$ cat src/rtl/tx_byte_fifo.sv
// tx_byte_fifo: elastic byte buffer between the SRAM queue transmit output
// and the UART transmitter. A 2^DEPTH_LOG2-byte circular memory feeds a
// one-byte registered output stage; both sides use an en/ack byte handshake.
// Optional feature macro: TX_FIFO_CRLF_EN -- when defined, every 0x0A leaving
// the output stage is presented as 0x0D followed by 0x0A (one memory read).
module tx_byte_fifo #(
  parameter int DEPTH_LOG2 = 4
) (
  input  logic                  clk,
  input  logic                  reset_,
  input  logic                  in_en,
  input  logic [7:0]            in_data,
  output logic                  in_ack,
  output logic                  out_en,
  output logic [7:0]            out_data,
  input  logic                  out_ack,
  output logic [DEPTH_LOG2:0]   level,
  output logic                  full
);

  localparam int DEPTH = 1 << DEPTH_LOG2;
  localparam logic [DEPTH_LOG2:0] DEPTH_CNT = (DEPTH_LOG2 + 1)'(DEPTH);
  localparam logic [DEPTH_LOG2:0] CNT_ONE   = (DEPTH_LOG2 + 1)'(1);
  localparam logic [DEPTH_LOG2:0] CNT_ZERO  = (DEPTH_LOG2 + 1)'(0);

  logic [7:0]            mem_q [DEPTH];
  logic [DEPTH_LOG2-1:0] wr_ptr_q, wr_ptr_d;
  logic [DEPTH_LOG2-1:0] rd_ptr_q, rd_ptr_d;
  logic [DEPTH_LOG2:0]   cnt_q, cnt_d;
  logic                  in_ack_q, in_ack_d;
  logic                  out_en_q, out_en_d;
  logic [7:0]            out_data_q, out_data_d;
  logic                  accept_s;
  logic                  load_s;
  logic                  full_s;
  logic [7:0]            rd_byte_s;
`ifdef TX_FIFO_CRLF_EN
  logic                  lf_pending_q, lf_pending_d;
`endif

  // Next-state logic: accept guard, output-stage load/pop, pointer and count update.
  always_comb begin
    full_s     = (cnt_q == DEPTH_CNT);
    // The in_ack_q term blocks a second write while the producer is still
    // dropping in_en after seeing the previous ack.
    accept_s   = in_en & ~in_ack_q & ~full_s;
    rd_byte_s  = mem_q[rd_ptr_q];
    in_ack_d   = accept_s;
    out_en_d   = out_en_q;
    out_data_d = out_data_q;
    rd_ptr_d   = rd_ptr_q;
    load_s     = 1'b0;
`ifdef TX_FIFO_CRLF_EN
    lf_pending_d = lf_pending_q;
    // The 0x0D stand-in was taken: present the held 0x0A without a memory read.
    if (out_en_q && out_ack && lf_pending_q) begin
      out_data_d   = 8'h0A;
      lf_pending_d = 1'b0;
    end else
`endif
    if ((!out_en_q || out_ack) && (cnt_q != CNT_ZERO)) begin
      load_s   = 1'b1;
      out_en_d = 1'b1;
      rd_ptr_d = rd_ptr_q + 1'b1;
`ifdef TX_FIFO_CRLF_EN
      if (rd_byte_s == 8'h0A) begin
        out_data_d   = 8'h0D;
        lf_pending_d = 1'b1;
      end else begin
        out_data_d   = rd_byte_s;
      end
`else
      out_data_d = rd_byte_s;
`endif
    end else if (out_ack) begin
      // Popped with nothing behind it; out_data keeps its last value.
      out_en_d = 1'b0;
    end else begin
      out_en_d = out_en_q;
    end

    if (accept_s) begin
      wr_ptr_d = wr_ptr_q + 1'b1;
    end else begin
      wr_ptr_d = wr_ptr_q;
    end

    case ({accept_s, load_s})
      2'b10:   cnt_d = cnt_q + CNT_ONE;
      2'b01:   cnt_d = cnt_q - CNT_ONE;
      default: cnt_d = cnt_q;
    endcase
  end

  // State registers; asynchronous reset discards everything held.
  always_ff @(posedge clk or negedge reset_) begin
    if (!reset_) begin
      wr_ptr_q     <= '0;
      rd_ptr_q     <= '0;
      cnt_q        <= '0;
      in_ack_q     <= 1'b0;
      out_en_q     <= 1'b0;
      out_data_q   <= 8'h00;
`ifdef TX_FIFO_CRLF_EN
      lf_pending_q <= 1'b0;
`endif
    end else begin
      wr_ptr_q     <= wr_ptr_d;
      rd_ptr_q     <= rd_ptr_d;
      cnt_q        <= cnt_d;
      in_ack_q     <= in_ack_d;
      out_en_q     <= out_en_d;
      out_data_q   <= out_data_d;
`ifdef TX_FIFO_CRLF_EN
      lf_pending_q <= lf_pending_d;
`endif
    end
  end

  // Byte storage; contents are don't-care after reset so it has no reset.
  always_ff @(posedge clk) begin
    if (accept_s) begin
      mem_q[wr_ptr_q] <= in_data;
    end
  end

  assign in_ack   = in_ack_q;
  assign out_en   = out_en_q;
  assign out_data = out_data_q;
  assign full     = full_s;
  assign level    = cnt_q + {{DEPTH_LOG2{1'b0}}, out_en_q};

endmodule

$ cat config.mk
export PLATFORM = sky130hd
export DESIGN_NAME = tx_byte_fifo
export DESIGN_NICKNAME = d
export VERILOG_FILES = /design/src/rtl/tx_byte_fifo.sv
export SDC_FILE = /design/constraint.sdc
export NUM_CORES = 1
export LEC_CHECK = 0
export ABC_AREA = 1
export BUFFER_PORTS_ARGS = -buffer_cell sky130_fd_sc_hd__clkbuf_2
export CORE_UTILIZATION = 33
export DETAILED_ROUTE_END_ITERATION = 7
export PLACE_DENSITY = 0.46
export SETUP_SLACK_MARGIN = 0.05
export SLEW_MARGIN = 10
export SYNTH_ARGS = -nofsm -noshare
export SYNTH_HDL_FRONTEND = slang
export SYNTH_SLANG_ARGS = --single-unit
$ cat constraint.sdc
create_clock -name clk -period 2.2 [get_ports clk]
set_input_delay 0 -clock clk [delete_from_list [all_inputs] [get_ports clk]]
set_output_delay 0 -clock clk [all_outputs]
set_load 0.02 [all_outputs]
Word-level counts from Yosys, hierarchy flattened

Memories as Yosys holds them, arrays and structs flattened. A register that Yosys moved wholly into a read port is not among the register bits.
Cells that the tools add are included.

Eq/ne operators: 3
Bitwise gates (word level): 4
Add/sub/neg operators: 5
Reductions and logical operators: 7
Multiplexer cells: 6

Operators with widths:

| kind                | count |
|---|---|
| $pmux 5 s2          | 1 |
| $add 4x1->4 const B | 2 |
| $add 5x1->5         | 1 |
| $add 5x1->5 const B | 1 |
| $eq 5x5->1 const B  | 1 |
| $mux 1              | 5 |
| $reduce_bool 5->1   | 1 |
| $sub 5x1->5 const B | 1 |
| $reduce_bool 2->1   | 2 |
| $and 1x1->1         | 2 |
| $eq 2x1->1 const B  | 1 |
| $eq 2x2->1 const B  | 1 |
| $logic_not 1->1     | 2 |
| $not 1->1           | 2 |
| $logic_and 1x1->1   | 1 |
| $logic_or 1x1->1    | 1 |

Memories: 1
Memory bits (writable): 128
Bits in registers: 15
Bits of input ports: 12

Memory list:

| name  | words | width | rd ports | clocked after Yosys merged registers in | wr ports | RTL line | RTL |
|---|---|---|---|---|---|---|---|
| mem_q | 16    | 8     | 1        | 1                                       | 1        | 26       | `logic [7:0] mem_q [DEPTH];` |

Longest topological paths before layout

Gate-level depths: netlist of the first run.

Depth in word-level cells: 6
Mapped depth: 16

Worst setup path after synthesis of the first run

No wires, ideal clock.

Path type: register to register
Start: reg cnt_q[1]
End: reg cnt_q[4]
Period minus slack after synthesis: 2.313 ns
Path buffers: 1
Arrival: 2.248 ns
Slack: -0.113 ns
Setup time: 0.065 ns
Cell stages (with the launch flop): 15
Data required time: 2.135 ns
Cells stage by stage: dfrtp_1 > nor4_4 > nand2_2 > nand3_2 > buf_2 > ha_1 > xor2_1 > ha_1 > inv_1 > nand2_1 > nand3_1 > nand2_1 > xor2_1 > nand2_1 > nand2_1

Cells in the longest elaborated chain, start to end: 5

Ends and longest elaborated chain:

| element                                                | RTL line | RTL |
|---|---|---|
| from (decl)                                            | 29       | `logic [DEPTH_LOG2:0] cnt_q, cnt_d;` |
| from (signal assigned)                                 | 110      | `cnt_q <= cnt_d;` |
| $eq 5x5->1 / $reduce_bool 5->1 (equally long branches) | 43, 61   |  |
| $not 1->1 / $logic_and 1x1->1 (equally long branches)  | 46, 61   |  |
| $and 1x1->1 / $mux 1 (equally long branches)           | 46, 61   |  |
| $eq 2x1->1 / $eq 2x2->1 (equally long branches)        | 88       | `case ({accept_s, load_s})` |
| $pmux 5 s2 / $reduce_bool 2->1 (equally long branches) | --       |  |

Several ways; a longest one is shown, not always the timed one.
A chain may end at the register's enable or synchronous reset.

Worst setup path after layout of the first run

Ends and elaborated chain as after synthesis.

==> key figures, run 1 <==
Outcome
  – Status: finished, violations left
  – Failing checks: setup timing

STA
  – Endpoints failing setup: 1
  – Final Slew Violations: 0
  – Final min period: 2224 ps
  – Fmax: 449.7 MHz
  – Slew @ Worst Pin: 841.8 ps
  – Clk_skew: 7.556 ps
  – Final Hold Vio Count: 0
  – Relative slew slack: 43.67%
  – Setup repair after global routing missed its margin: true
  – Period utilization: 101.1%
  – Setup ws final: -23.85 ps
  – Worst hold slack: 79.50 ps

Pwr
  – Clock Power Share: 26.9%
  – Leak pwr: 3.540 nW
  – Sw frac: 38.69%
  – Flop pwr share: 35.3%
  – Max VDD drop: 605.9 µV
  – Pint: 0.006412 W
  – PwrDens: 1305 mW/mm²
  – Sw power: 0.004046 W
  – Comb power frac: 37.9%

Cells and area
  – Fraction of layout cells with a size suffix above 1: 12.27%
  – Final Cell Area: 0.008014 mm²
  – Total Nets Final: 768
  – Finished Core Util: 39.35%
  – Area Growth Syn to Fin: 16.48%
  – Fillcell total: 1991
  – N_diodes: 0

CTS
  – H-tree levels: 4
  – Worst skew pair latency: 420 ps
  – Clock buffer depth: 2
  – Clock root cell: clkbuf_16
  – Worst-path clk slew: 60 ps
  – CTS tree: done
  – Num CTS Buffers: 17
  – Clock sink total: 151

Critical path
  – CP endpoint kind: flip-flop
  – Crit path cell chain: nor4_4, nand2_1, nand2_2, inv_2, ha_4, xor2_4, ha_2, inv_2, nand2_2, nand3_2, nand2_2, xor2_1, nand2_1, nand2_1
  – CP bufs+invs: 2
  – Cell family with most CP delay: simple AND/OR/NAND/NOR gates
  – CP arrival: 2530 ps
  – Worst setup path class: flip-flop to flip-flop
  – CP peak stage delay: 420 ps
  – Worst Setup Start Kind: flip-flop
  – Max FO, Critical Path: 3
  – Max stage delay cell, worst path: dfrtp_2
  – Required time of the critical path: 2510 ps

Routing
  – WL final: 16360 µm
  – Drt drc: 0
  – Vias: 4701
  – Initial detailed-routing violation count: 253
  – Drt first pass iters: 5
  – Vias per cell: 4.573
  – Drt wl/cell: 15.92 µm
  – Final ANT Viol Nets: 0

Synthesis
  – Post-synthesis async set-or-reset flop share: 15.23%
  – Library cells used by synthesis: 24
  – Sequential area share after synthesis: 64.23%
  – Top_reg_cell synth: edfxtp_1
  – Synthesized net count: 729
  – Netlist area before placement: 0.006880 mm²
  – EDFF count, synth: 128
  – Most common cell in the synthesized netlist: nand2_1
  – Synth Instances: 706
  – Synth top area share: 55.86%
  – Post-synth top cells: nand2_1 (247), edfxtp_1 (128), inv_1 (115), nand3_1 (104), dfrtp_1 (23)
  – Most area-consuming cells after synthesis: edfxtp_1 (56%), nand2_1 (13%), dfrtp_1 (8.4%), nand3_1 (7.6%), inv_1 (6.3%)
  – Synth Warn #: 0
  – Area leader, netlist: edfxtp_1
  – Syn avg cell area: 9.746 µm²
  – #FFs+latches synth: 151

Placement
  – # port buffers: 27
  – Final HPWL DP: 10590 µm
  – Final Wtd Congestion: 0.7824
  – Cell Area, Placed: 0.007327 mm²

Global routing
  – Number of global-route vias before repair: 4530
  – Grt ovf: 0
  – First-pass GRT wire length: 25710 µm
  – GRT busiest layer: met2
  – Initial antenna violation count: 0
  – Grt met3 use: 3.219%
  – GRT Total Usage: 16.23%
  – Largest net degree at the start of global routing: 36
  – M1 GR Usage: 20.92%
  – Grt met2 use: 27.36%

Floorplan
  – Die extent in y: 146.4 µm
  – Chip width: 146.4 µm
  – Site Rows: 52
  – Initial Utilization: 33.79%
  – Die area: 0.02143 mm²
  – IO Pins: 28
  – Core area: 0.02036 mm²

Hold path
  – HP Class: input port to flip-flop

Run
  – Max-cap viol count: 0
==> kinds of logic after synthesis <==
| group | after synthesis | synth area share, % |
|---|---|---|
| AO/OA/AOI/OAI | 6 | 0.5091 |
| XOR/XNOR | 11 | 1.400 |
| adder cells (fa/ha/maj) | 11 | 2.000 |
| buffers and inverters | 149 | 8.783 |
| flip-flops | 151 | 64.23 |
| AND/OR/NAND/NOR | 378 | 23.08 |
==> stage by stage <==
stage               TNS, ps  cells  total power, W  setup WS, ps
CTS                       0   1025         0.01047         52.94
finish               -23.85   1028         0.01046        -23.85
detailed placement   -20.45    988        0.007572        -20.45
floorplan                 0    706        0.006351         27.53
global placement          0    988        0.007503         109.2
global route         -306.1   1028         0.01114        -137.1
==> cell usage in the layout, fill, tap and decap left out, types with 2 or more instances in the layout <==
| cell type | n |
|---|---|
| clkbuf_1 | 2 |
| clkinvlp_4 | 4 |
| inv_2 | 3 |
| xor2_1 | 7 |
| buf_4 | 20 |
| clkinv_1 | 2 |
| nand2_1 | 245 |
| inv_1 | 114 |
| edfxtp_1 | 128 |
| dfrtp_1 | 21 |
| bufinv_16 | 2 |
| o21ai_0 | 3 |
| dfrtp_2 | 2 |
| nand3_1 | 103 |
| nand4_1 | 4 |
| dlygate4sd3_1 | 3 |
| clkbuf_16 | 17 |
| ha_4 | 2 |
| clkbuf_2 | 27 |
| nor2_1 | 19 |
| ha_1 | 8 |
| clkinv_2 | 4 |
| xnor2_1 | 3 |
| nand2_2 | 4 |
==> power by group through the flow <==
stage / Sequential, W / Combinational (W) / Clock (W)
2_1_floorplan: 0.00379 / 0.00256 / 0
3_5_place_dp: 0.00375 / 0.00383 / 0
6_report: 0.00369 / 0.00396 / 0.00281
4_1_cts: 0.00369 / 0.00392 / 0.00286
3_3_place_gp: 0.00373 / 0.00377 / 0
5_1_grt: 0.00373 / 0.00442 / 0.00298
==> area by class of cell <==
type	instances	area (µm²)	share of cell area, %
sequential	151	4422	55.18
multi-input combinational	406	1921	23.97
timing repair buffer	51	326.6	4.075
clock inverter	13	131.4	1.639
clock buffer	19	432.9	5.402
tap	270	337.8	4.215
inverter	118	442.9	5.527
==> final timing paths <==
path                                      endpoint  slack (ps)               startpoint  depth (start not counted)
max                           cnt_q[4]$_DFFE_PN0P_         -20     cnt_q[1]$_DFFE_PN0P_                         14
min                          mem_q[4][6]$_DFFE_PP_          80               in_data[6]                          1
max reg2reg                   cnt_q[4]$_DFFE_PN0P_         -20     cnt_q[1]$_DFFE_PN0P_                         14
min reg2reg                out_data[5]$_DFFE_PN0P_         480  out_data[5]$_DFFE_PN0P_                          2
max in group asynchronous  rd_ptr_q[0]$_DFFE_PN0P_        1630                   reset_                          2
min in group asynchronous     cnt_q[2]$_DFFE_PN0P_         130                   reset_                          2
==> what timing repair did <==
action,CTS,global route
endpoints found under the hold margin,28,0
resized for setup,7,4
cloned,0,0
hold buffers,3,0
pin swaps,5,9
setup endpoints to repair,1,3
setup buffers,2,3
==> registers in the layout, summed over array words and instances (netlist names) <==
| signal | flops |
|---|---|
| cnt_q | 5 |
| in_ack | 1 |
| mem_q | 128 |
| out_data | 8 |
| out_en | 1 |
| rd_ptr_q | 4 |
| wr_ptr_q | 4 |
==> layer usage <==
| layer | part of all wire (%) | vias to the layer above |
|---|---|---|
| li1 | - | 2322 |
| met1 | 45 | 2265 |
| met2 | 51 | 95 |
| met3 | 3.1 | 19 |
| met4 | 1.4 | 0 |
| met5 | 0 | - |
No activity file was read; power rests on OpenSTA's default activity.
==> run 2, diff against run 1 <==
--- a/config.mk
+++ b/config.mk
@@ -6,9 +6,10 @@
 export NUM_CORES = 1
 export LEC_CHECK = 0
 export ABC_AREA = 1
-export BUFFER_PORTS_ARGS = -buffer_cell sky130_fd_sc_hd__clkbuf_2
+export BUFFER_PORTS_ARGS = -buffer_cell sky130_fd_sc_hd__buf_2
 export CORE_UTILIZATION = 33
 export DETAILED_ROUTE_END_ITERATION = 7
+export GPL_ROUTABILITY_DRIVEN = 0
 export PLACE_DENSITY = 0.46
 export SETUP_SLACK_MARGIN = 0.05
 export SLEW_MARGIN = 10
==> constraint.sdc (replaced) <==
create_clock -name clk -period 2 [get_ports clk]
set_input_delay 0 -clock clk [delete_from_list [all_inputs] [get_ports clk]]
set_output_delay 0 -clock clk [all_outputs]
set_load 0.02 [all_outputs]
==> run 2 against run 1 <==
Effect of this change: the run still ends with setup timing left; final cell count up 0.39%; flip-flop and latch count unchanged; combinational power rose by 13%; sequential power increased by 10%; clock power increased by 11%; worst hold slack got worse by 77 ps; global-route usage grew 0.19 points; largest power group unchanged; setup slack got worse by 49 ps; clock skew up 5.6 ps; register-to-register slack worse by 50 ps; die area stayed put; highest routed layer unchanged; via count decreased by 1.4%.
==> key figures, run 2 (synthesis results as in run 1) <==
Hold path
  – Worst hold start: in_data[6] (unchanged)
  – Hold endpoint: mem_q[5][6]$_DFFE_PP_ (was mem_q[4][6]$_DFFE_PP_)
  – Hold Path Stages: 1 (unchanged)
  – HP Class: input port to flip-flop (unchanged)

Critical path
  – CP endpoint kind: flip-flop (unchanged)
  – Max FO, Critical Path: 3 (unchanged)
  – CP arrival: 2440 ps (was 2530 ps)
  – Worst Setup Start Kind: flip-flop (unchanged)
  – R2R setup slack: -70 ps (was -20 ps)
  – CP bufs+invs: 2 (unchanged)
  – FF-to-FF End: cnt_q[4]$_DFFE_PN0P_ (unchanged)
  – Required time of the critical path: 2360 ps (was 2510 ps)
  – CP peak stage delay: 410 ps (was 420 ps)
  – Worst setup path class: flip-flop to flip-flop (unchanged)
  – Max stage delay cell, worst path: dfrtp_1 (was dfrtp_2)
  – Crit path cell chain: nor4_4, nand2_1, nand2_2, inv_2, ha_4, xor2_2, ha_2, inv_2, nand2_2, nand3_2, nand2_2, xor2_1, nand2_1, nand2_1 (was nor4_4, nand2_1, nand2_2, inv_2, ha_4, xor2_4, ha_2, inv_2, nand2_2, nand3_2, nand2_2, xor2_1, nand2_1, nand2_1)
  – R2R Path Start: cnt_q[2]$_DFFE_PN0P_ (was cnt_q[1]$_DFFE_PN0P_)
  – R2R depth: 14 (unchanged)
  – Cell family with most CP delay: simple AND/OR/NAND/NOR gates (unchanged)

CTS
  – Worst-path clk slew: 60 ps (about the same)
  – CTS tree: done (unchanged)
  – H-tree levels: 4 (unchanged)
  – Clock buffer depth: 2 (unchanged)
  – Worst skew pair latency: 420 ps (about the same)
  – Clock sink total: 151 (unchanged)
  – Num CTS Buffers: 17 (unchanged)
  – Clock root cell: clkbuf_16 (unchanged)

Pwr
  – Sw frac: 39.10% (was 38.69%)
  – Flop pwr share: 34.9% (was 35.3%)
  – Clock Power Share: 26.7% (was 26.9%)
  – Leak pwr: 3.568 nW (was 3.540 nW)
  – Max VDD drop: 722.6 µV (was 605.9 µV)
  – Total power: 0.01164 W (was 0.01046 W)
  – Pint: 0.007089 W (was 0.006412 W)
  – PwrDens: 1434 mW/mm² (was 1305 mW/mm²)
  – Comb power frac: 38.4% (was 37.9%)
  – Sw power: 0.004550 W (was 0.004046 W)

STA
  – Clk_skew: 13.13 ps (was 7.556 ps)
  – Endpoints failing setup: 2 (was 1)
  – Final Slew Violations: 0 (unchanged)
  – Setup repair after global routing missed its margin: true (unchanged)
  – Setup ws final: -72.55 ps (was -23.85 ps)
  – Relative slew slack: 50.05% (was 43.67%)
  – Final Hold Vio Count: 0 (unchanged)
  – Setup TNS Final: -84.35 ps (was -23.85 ps)
  – Period utilization: 103.6% (was 101.1%)
  – Final min period: 2073 ps (was 2224 ps)
  – Slew @ Worst Pin: 746.4 ps (was 841.8 ps)
  – Fmax: 482.5 MHz (was 449.7 MHz)

Routing
  – WL final: 16260 µm (was 16360 µm)
  – Drt first pass iters: 4 (was 5)
  – Final ANT Viol Nets: 0 (unchanged)
  – Drt drc: 0 (unchanged)
  – Drt wl/cell: 15.75 µm (was 15.92 µm)
  – Vias: 4636 (was 4701)
  – Initial detailed-routing violation count: 242 (was 253)
  – Vias per cell: 4.492 (was 4.573)

Cells and area
  – Largest register FFs: 128 (unchanged)
  – Final Non-Filler Cells: 1032 (was 1028)
  – Largest Register: mem_q (unchanged)
  – Fraction of layout cells with a size suffix above 1: 14.83% (was 12.27%)
  – Fillcell total: 1984 (was 1991)
  – Commonest non-fill, non-tap cell in the layout: nand2_1 (unchanged)
  – Reg area: 0.004422 mm² (unchanged)
  – Footprint of the multi-input gates: 0.001964 mm² (was 0.001921 mm²)
  – Finished Core Util: 39.87% (was 39.35%)
  – Commonest non-fill, non-tap cells in the layout: nand2_1 (243), edfxtp_1 (128), inv_1 (114) (was nand2_1 (245), edfxtp_1 (128), inv_1 (114))
  – Total Nets Final: 772 (was 768)
  – Area Growth Syn to Fin: 18.00% (was 16.48%)
  – N_diodes: 0 (unchanged)

Floorplan
  – Initial Utilization: 33.79% (unchanged)
  – Core area: 0.02036 mm² (unchanged)
  – Die extent in y: 146.4 µm (unchanged)
  – Site Rows: 52 (unchanged)
  – Chip width: 146.4 µm (unchanged)
  – IO Pins: 28 (unchanged)
  – Die area: 0.02143 mm² (unchanged)

Global routing
  – First-pass GRT wire length: 26290 µm (was 25710 µm)
  – Largest net degree at the start of global routing: 53 (was 36)
  – Number of global-route vias before repair: 4855 (was 4530)
  – Initial antenna violation count: 0 (unchanged)
  – Grt ovf: 0 (unchanged)
  – GRT Total Usage: 16.42% (was 16.23%)

Placement
  – Placed cells: 992 (was 988)
  – Final HPWL DP: 10800 µm (was 10590 µm)
  – # port buffers: 27 (unchanged)

Outcome
  – Status: finished, violations left (unchanged)
  – Failing checks: setup timing (unchanged)

Run
  – Max-cap viol count: 0 (unchanged)
[run 2: cell count changes in the layout (fill, tap and decap cells not counted), sizes merged]
cell,change
buf,+29
clkbuf,-28
inv,+7
clkinv,-3
clkinvlp,-2
dlygate4sd3,+2
bufinv,-1
[run 2: routing by layer]
metal  share of wire, %  vias to the layer above  track usage [%]
met5                  0                        -                0
met4                1.7                        0            5.625
met2                 51                       50            28.45
met1                 45                     2237            20.03
li1                   -                     2333                -
met3                2.4                       16            3.781
[run 2: power groups by stage]
stage | sequential [W] | clock [W] | combinational (W)
after floorplan | 0.00417 | 0 | 0.00282
after global placement | 0.00411 | 0 | 0.00424
after detailed placement | 0.00413 | 0 | 0.00428
after CTS | 0.00406 | 0.00318 | 0.00448
after global routing | 0.00410 | 0.00331 | 0.00501
final | 0.00406 | 0.00311 | 0.00446
[run 2: how the worst max path moves through the flow]
stage / cells past startpoint / start / slack [ps] / to
2_1_floorplan: 15 / cnt_q[1]$_DFFE_PN0P_ / -170 / cnt_q[4]$_DFFE_PN0P_
3_3_place_gp: 14 / cnt_q[1]$_DFFE_PN0P_ / -60 / cnt_q[4]$_DFFE_PN0P_
3_5_place_dp: 13 / cnt_q[1]$_DFFE_PN0P_ / -100 / cnt_q[4]$_DFFE_PN0P_
4_1_cts: 14 / cnt_q[2]$_DFFE_PN0P_ / -60 / cnt_q[4]$_DFFE_PN0P_
5_1_grt: 14 / cnt_q[2]$_DFFE_PN0P_ / -210 / cnt_q[4]$_DFFE_PN0P_
6_report: 14 / cnt_q[2]$_DFFE_PN0P_ / -70 / cnt_q[4]$_DFFE_PN0P_
[run 2: through the flow]
step	instance area, µm²	hold slack (ps)	worst slack (ps)
after floorplan	6900	-295.6	-172.5
after global placement	7370	11.70	-58.21
after detailed placement	7370	26.82	-98.07
after CTS	8070	0.4696	-62.20
after global routing	8119	2.655	-210.2
final	8119	2.009	-72.55
[run 2: final cells by class]
cell class	instances	share of cell area, %
Clock inverter	14	1.711
Sequential cell	151	54.46
Tap cell	270	4.161
Multi-Input combinational cell	406	24.19
Clock buffer	18	5.286
Timing Repair Buffer	55	4.731
Inverter	118	5.455
[run 2: worst register-to-register path, cell delays in order (launching register included)]
cell     delay [ps]
dfrtp_1         410
nor4_4          330
nand2_1         110
nand2_2          90
inv_2            50
ha_4            170
xor2_2          150
ha_2            200
inv_2            30
nand2_2          60
nand3_2          80
nand2_2          80
xor2_1          140
nand2_1          60
nand2_1          50
[run 2: what timing repair did]
action | in CTS | in global routing
hold buffers | 5 | 0
buffers inserted | 3 | 0
pin swaps | 10 | 0
cloned | 0 | 0
gates resized for setup | 16 | 16
endpoints found under the hold margin | 48 | 0
endpoints found under the setup margin | 15 | 93
==> run 3, diff against run 2 <==
--- a/config.mk
+++ b/config.mk
@@ -7,6 +7,7 @@
 export LEC_CHECK = 0
 export ABC_AREA = 1
 export BUFFER_PORTS_ARGS = -buffer_cell sky130_fd_sc_hd__buf_2
+export CORE_ASPECT_RATIO = 1.5
 export CORE_UTILIZATION = 33
 export DETAILED_ROUTE_END_ITERATION = 7
 export GPL_ROUTABILITY_DRIVEN = 0
==> run 3 against run 2 <==
Effect of this change: the run still ends with setup timing left; global-route usage rose by 1.0 points; final cell count rose by 1.3%; wire length rose by 8.8%; combinational power rose by 8.1%; power rose by 1.7%; clock-buffer cell count fell by 1; clock skew fell by 2.7 ps; critical path depth fell by 1; sequential share of layout area fell by 1.1 points.
==> key figures, run 3 (synthesis results as in run 1) <==
Pwr
  – Clock Power Share: 25.2% (was 26.7%)
  – PwrDens: 1428 mW/mm² (was 1434 mW/mm²)
  – Pint: 0.007155 W (was 0.007089 W)
  – Leak pwr: 3.674 nW (was 3.568 nW)
  – Comb power frac: 40.7% (was 38.4%)
  – Max VDD drop: 914.9 µV (was 722.6 µV)
  – Flop pwr share: 34.0% (was 34.9%)
  – Sw frac: 39.58% (was 39.10%)
  – Sw power: 0.004686 W (was 0.004550 W)

Cells and area
  – Finished Core Util: 40.61% (was 39.87%)
  – Total Nets Final: 791 (was 772)
  – Largest register FFs: 128 (unchanged)
  – Largest Register: mem_q (unchanged)
  – Commonest non-fill, non-tap cells in the layout: nand2_1 (244), edfxtp_1 (128), inv_1 (114) (was nand2_1 (243), edfxtp_1 (128), inv_1 (114))
  – Fraction of layout cells with a size suffix above 1: 16.77% (was 14.83%)
  – Area Growth Syn to Fin: 20.53% (was 18.00%)
  – N_diodes: 0 (unchanged)
  – Commonest non-fill, non-tap cell in the layout: nand2_1 (unchanged)

STA
  – Setup ws final: -158.7 ps (was -72.55 ps)
  – Fmax: 463.2 MHz (was 482.5 MHz)
  – Setup repair after global routing missed its margin: true (unchanged)
  – Clk_skew: 10.39 ps (was 13.13 ps)
  – Endpoints failing setup: 3 (was 2)
  – Final Hold Vio Count: 0 (unchanged)
  – Final Slew Violations: 0 (unchanged)
  – Period utilization: 107.9% (was 103.6%)
  – Slew @ Worst Pin: 852.5 ps (was 746.4 ps)
  – Final min period: 2159 ps (was 2073 ps)
  – Relative slew slack: 42.96% (was 50.05%)

Floorplan
  – IO Pins: 28 (unchanged)
  – Site Rows: 64 (was 52)
  – Initial Utilization: 33.69% (was 33.79%)
  – Die extent in y: 178.8 µm (was 146.4 µm)
  – Chip width: 119.9 µm (was 146.4 µm)
  – Die area: 0.02144 mm² (was 0.02143 mm²)
  – Core area: 0.02042 mm² (was 0.02036 mm²)

CTS
  – Worst skew pair latency: 420 ps (about the same)
  – Clock buffer depth: 2 (unchanged)
  – Clock root cell: clkbuf_16 (unchanged)
  – Clock sink total: 151 (unchanged)
  – CTS tree: done (unchanged)
  – Worst-path clk slew: 70 ps (was 60 ps)
  – Num CTS Buffers: 17 (unchanged)
  – H-tree levels: 4 (unchanged)

Hold path
  – Worst hold start: in_data[4] (was in_data[6])
  – Hold Path Stages: 1 (unchanged)
  – HP Class: input port to flip-flop (unchanged)
  – Hold endpoint: mem_q[1][4]$_DFFE_PP_ (was mem_q[5][6]$_DFFE_PP_)

Placement
  – Pre-CTS setup slack: -217.5 ps (was -98.07 ps)
  – Final HPWL DP: 11730 µm (was 10800 µm)
  – # port buffers: 27 (unchanged)

Global routing
  – Number of global-route vias before repair: 4826 (was 4855)
  – First-pass GRT wire length: 27230 µm (was 26290 µm)
  – GRT Total Usage: 17.45% (was 16.42%)
  – Largest net degree at the start of global routing: 68 (was 53)
  – Initial antenna violation count: 0 (unchanged)
  – Grt ovf: 0 (unchanged)

Routing
  – Initial detailed-routing violation count: 225 (was 242)
  – Drt drc: 0 (unchanged)
  – Vias per cell: 4.679 (was 4.492)
  – Vias: 4890 (was 4636)
  – Drt wl/cell: 16.92 µm (was 15.75 µm)
  – WL final: 17690 µm (was 16260 µm)
  – Final ANT Viol Nets: 0 (unchanged)
  – Drt first pass iters: 4 (unchanged)

Outcome
  – Failing checks: setup timing (unchanged)
  – Status: finished, violations left (unchanged)

Critical path
  – Max FO, Critical Path: 3 (unchanged)
  – Worst setup path class: flip-flop to flip-flop (unchanged)
  – CP endpoint kind: flip-flop (unchanged)
  – Worst Setup Start Kind: flip-flop (unchanged)
  – FF-to-FF End: cnt_q[4]$_DFFE_PN0P_ (unchanged)
  – CP arrival: 2520 ps (was 2440 ps)
  – Required time of the critical path: 2370 ps (was 2360 ps)
  – R2R setup slack: -160 ps (was -70 ps)
  – R2R depth: 13 (was 14)
  – R2R Path Start: cnt_q[1]$_DFFE_PN0P_ (was cnt_q[2]$_DFFE_PN0P_)

Run
  – Max-cap viol count: 0 (unchanged)
==> run 3: changes by cell type in the layout (fill, tap and decap cells not counted), moves of 2 or more <==
| cell | delta |
|---|---|
| buf_4 | +13 |
| dlygate4sd3_1 | +3 |
| clkinv_4 | +2 |
| nand2_2 | -2 |
| clkinv_2 | +2 |
| buf_12 | +4 |
==> run 3: worst max-delay path by stage <==
stage | from | end | cells after the start | slack [ps]
2_1_floorplan | cnt_q[1]$_DFFE_PN0P_ | cnt_q[4]$_DFFE_PN0P_ | 15 | -170
3_3_place_gp | cnt_q[1]$_DFFE_PN0P_ | cnt_q[4]$_DFFE_PN0P_ | 13 | -180
3_5_place_dp | cnt_q[1]$_DFFE_PN0P_ | cnt_q[4]$_DFFE_PN0P_ | 13 | -220
4_1_cts | cnt_q[2]$_DFFE_PN0P_ | cnt_q[4]$_DFFE_PN0P_ | 13 | -180
5_1_grt | cnt_q[1]$_DFFE_PN0P_ | cnt_q[4]$_DFFE_PN0P_ | 13 | -320
6_report | cnt_q[1]$_DFFE_PN0P_ | cnt_q[4]$_DFFE_PN0P_ | 13 | -160
==> run 3: area by class of cell <==
type	count	area (µm²)
Clock buffer	17	425.4
Multi-Input combinational cell	406	1984
Clock inverter	15	117.6
Tap cell	264	330.3
Fill cell	1976	12130
Timing Repair Buffer	74	570.5
Inverter	118	442.9
Sequential cell	151	4422
==> run 3: worst max-delay path: stages (launching register included) <==
cell,delay (ps)
dfrtp_2,420
nor4_4,390
nand2_2,130
nand3_4,110
ha_4,180
xor2_2,200
ha_4,150
inv_2,40
nand2_4,40
nand3_1,70
nand2_1,90
xor2_1,150
nand2_1,60
nand2_1,60
==> run 3: per-layer routing <==
metal	GRT usage [%]	vias up	wire length [µm]
met3	2.290	20	436
li1	-	2377	-
met1	19.84	2400	7358
met4	8.021	0	401
met5	0	-	0
met2	32.23	93	9489
==> run 3: what timing repair did <==
| item | 4_1_cts | 5_1_grt |
|---|---|---|
| resized for setup | 18 | 13 |
| buffers inserted | 1 | 5 |
| hold buffers | 8 | 0 |
| endpoints found under the hold margin | 72 | 0 |
| pin swaps | 6 | 5 |
| endpoints found under the setup margin | 92 | 21 |
==> run 3: per-stage QoR <==
| stage | power [W] | hold WS [ps] | TNS, ps | cell area (µm²) | cells |
|---|---|---|---|---|---|
| final | 0.01184 | 23.03 | -407.6 | 8293 | 1045 |
| after global placement | 0.008618 | 32.54 | -825.1 | 7510 | 999 |
| after floorplan | 0.006991 | -295.6 | -214.7 | 6900 | 706 |
| after global routing | 0.01259 | 21.25 | -890.8 | 8293 | 1045 |
| after CTS | 0.01176 | 21.12 | -524.5 | 8194 | 1040 |
| after detailed placement | 0.008675 | 47.60 | -3616 | 7510 | 999 |
==> run 3: power groups by stage <==
| stage | Sequential, W | Combinational (W) | Clock [W] |
|---|---|---|---|
| after floorplan | 0.00417 | 0.00282 | 0 |
| after global placement | 0.00408 | 0.00454 | 0 |
| after detailed placement | 0.00410 | 0.00458 | 0 |
| after CTS | 0.00404 | 0.00468 | 0.00305 |
| after global routing | 0.00407 | 0.00535 | 0.00317 |
| final | 0.00403 | 0.00482 | 0.00299 |
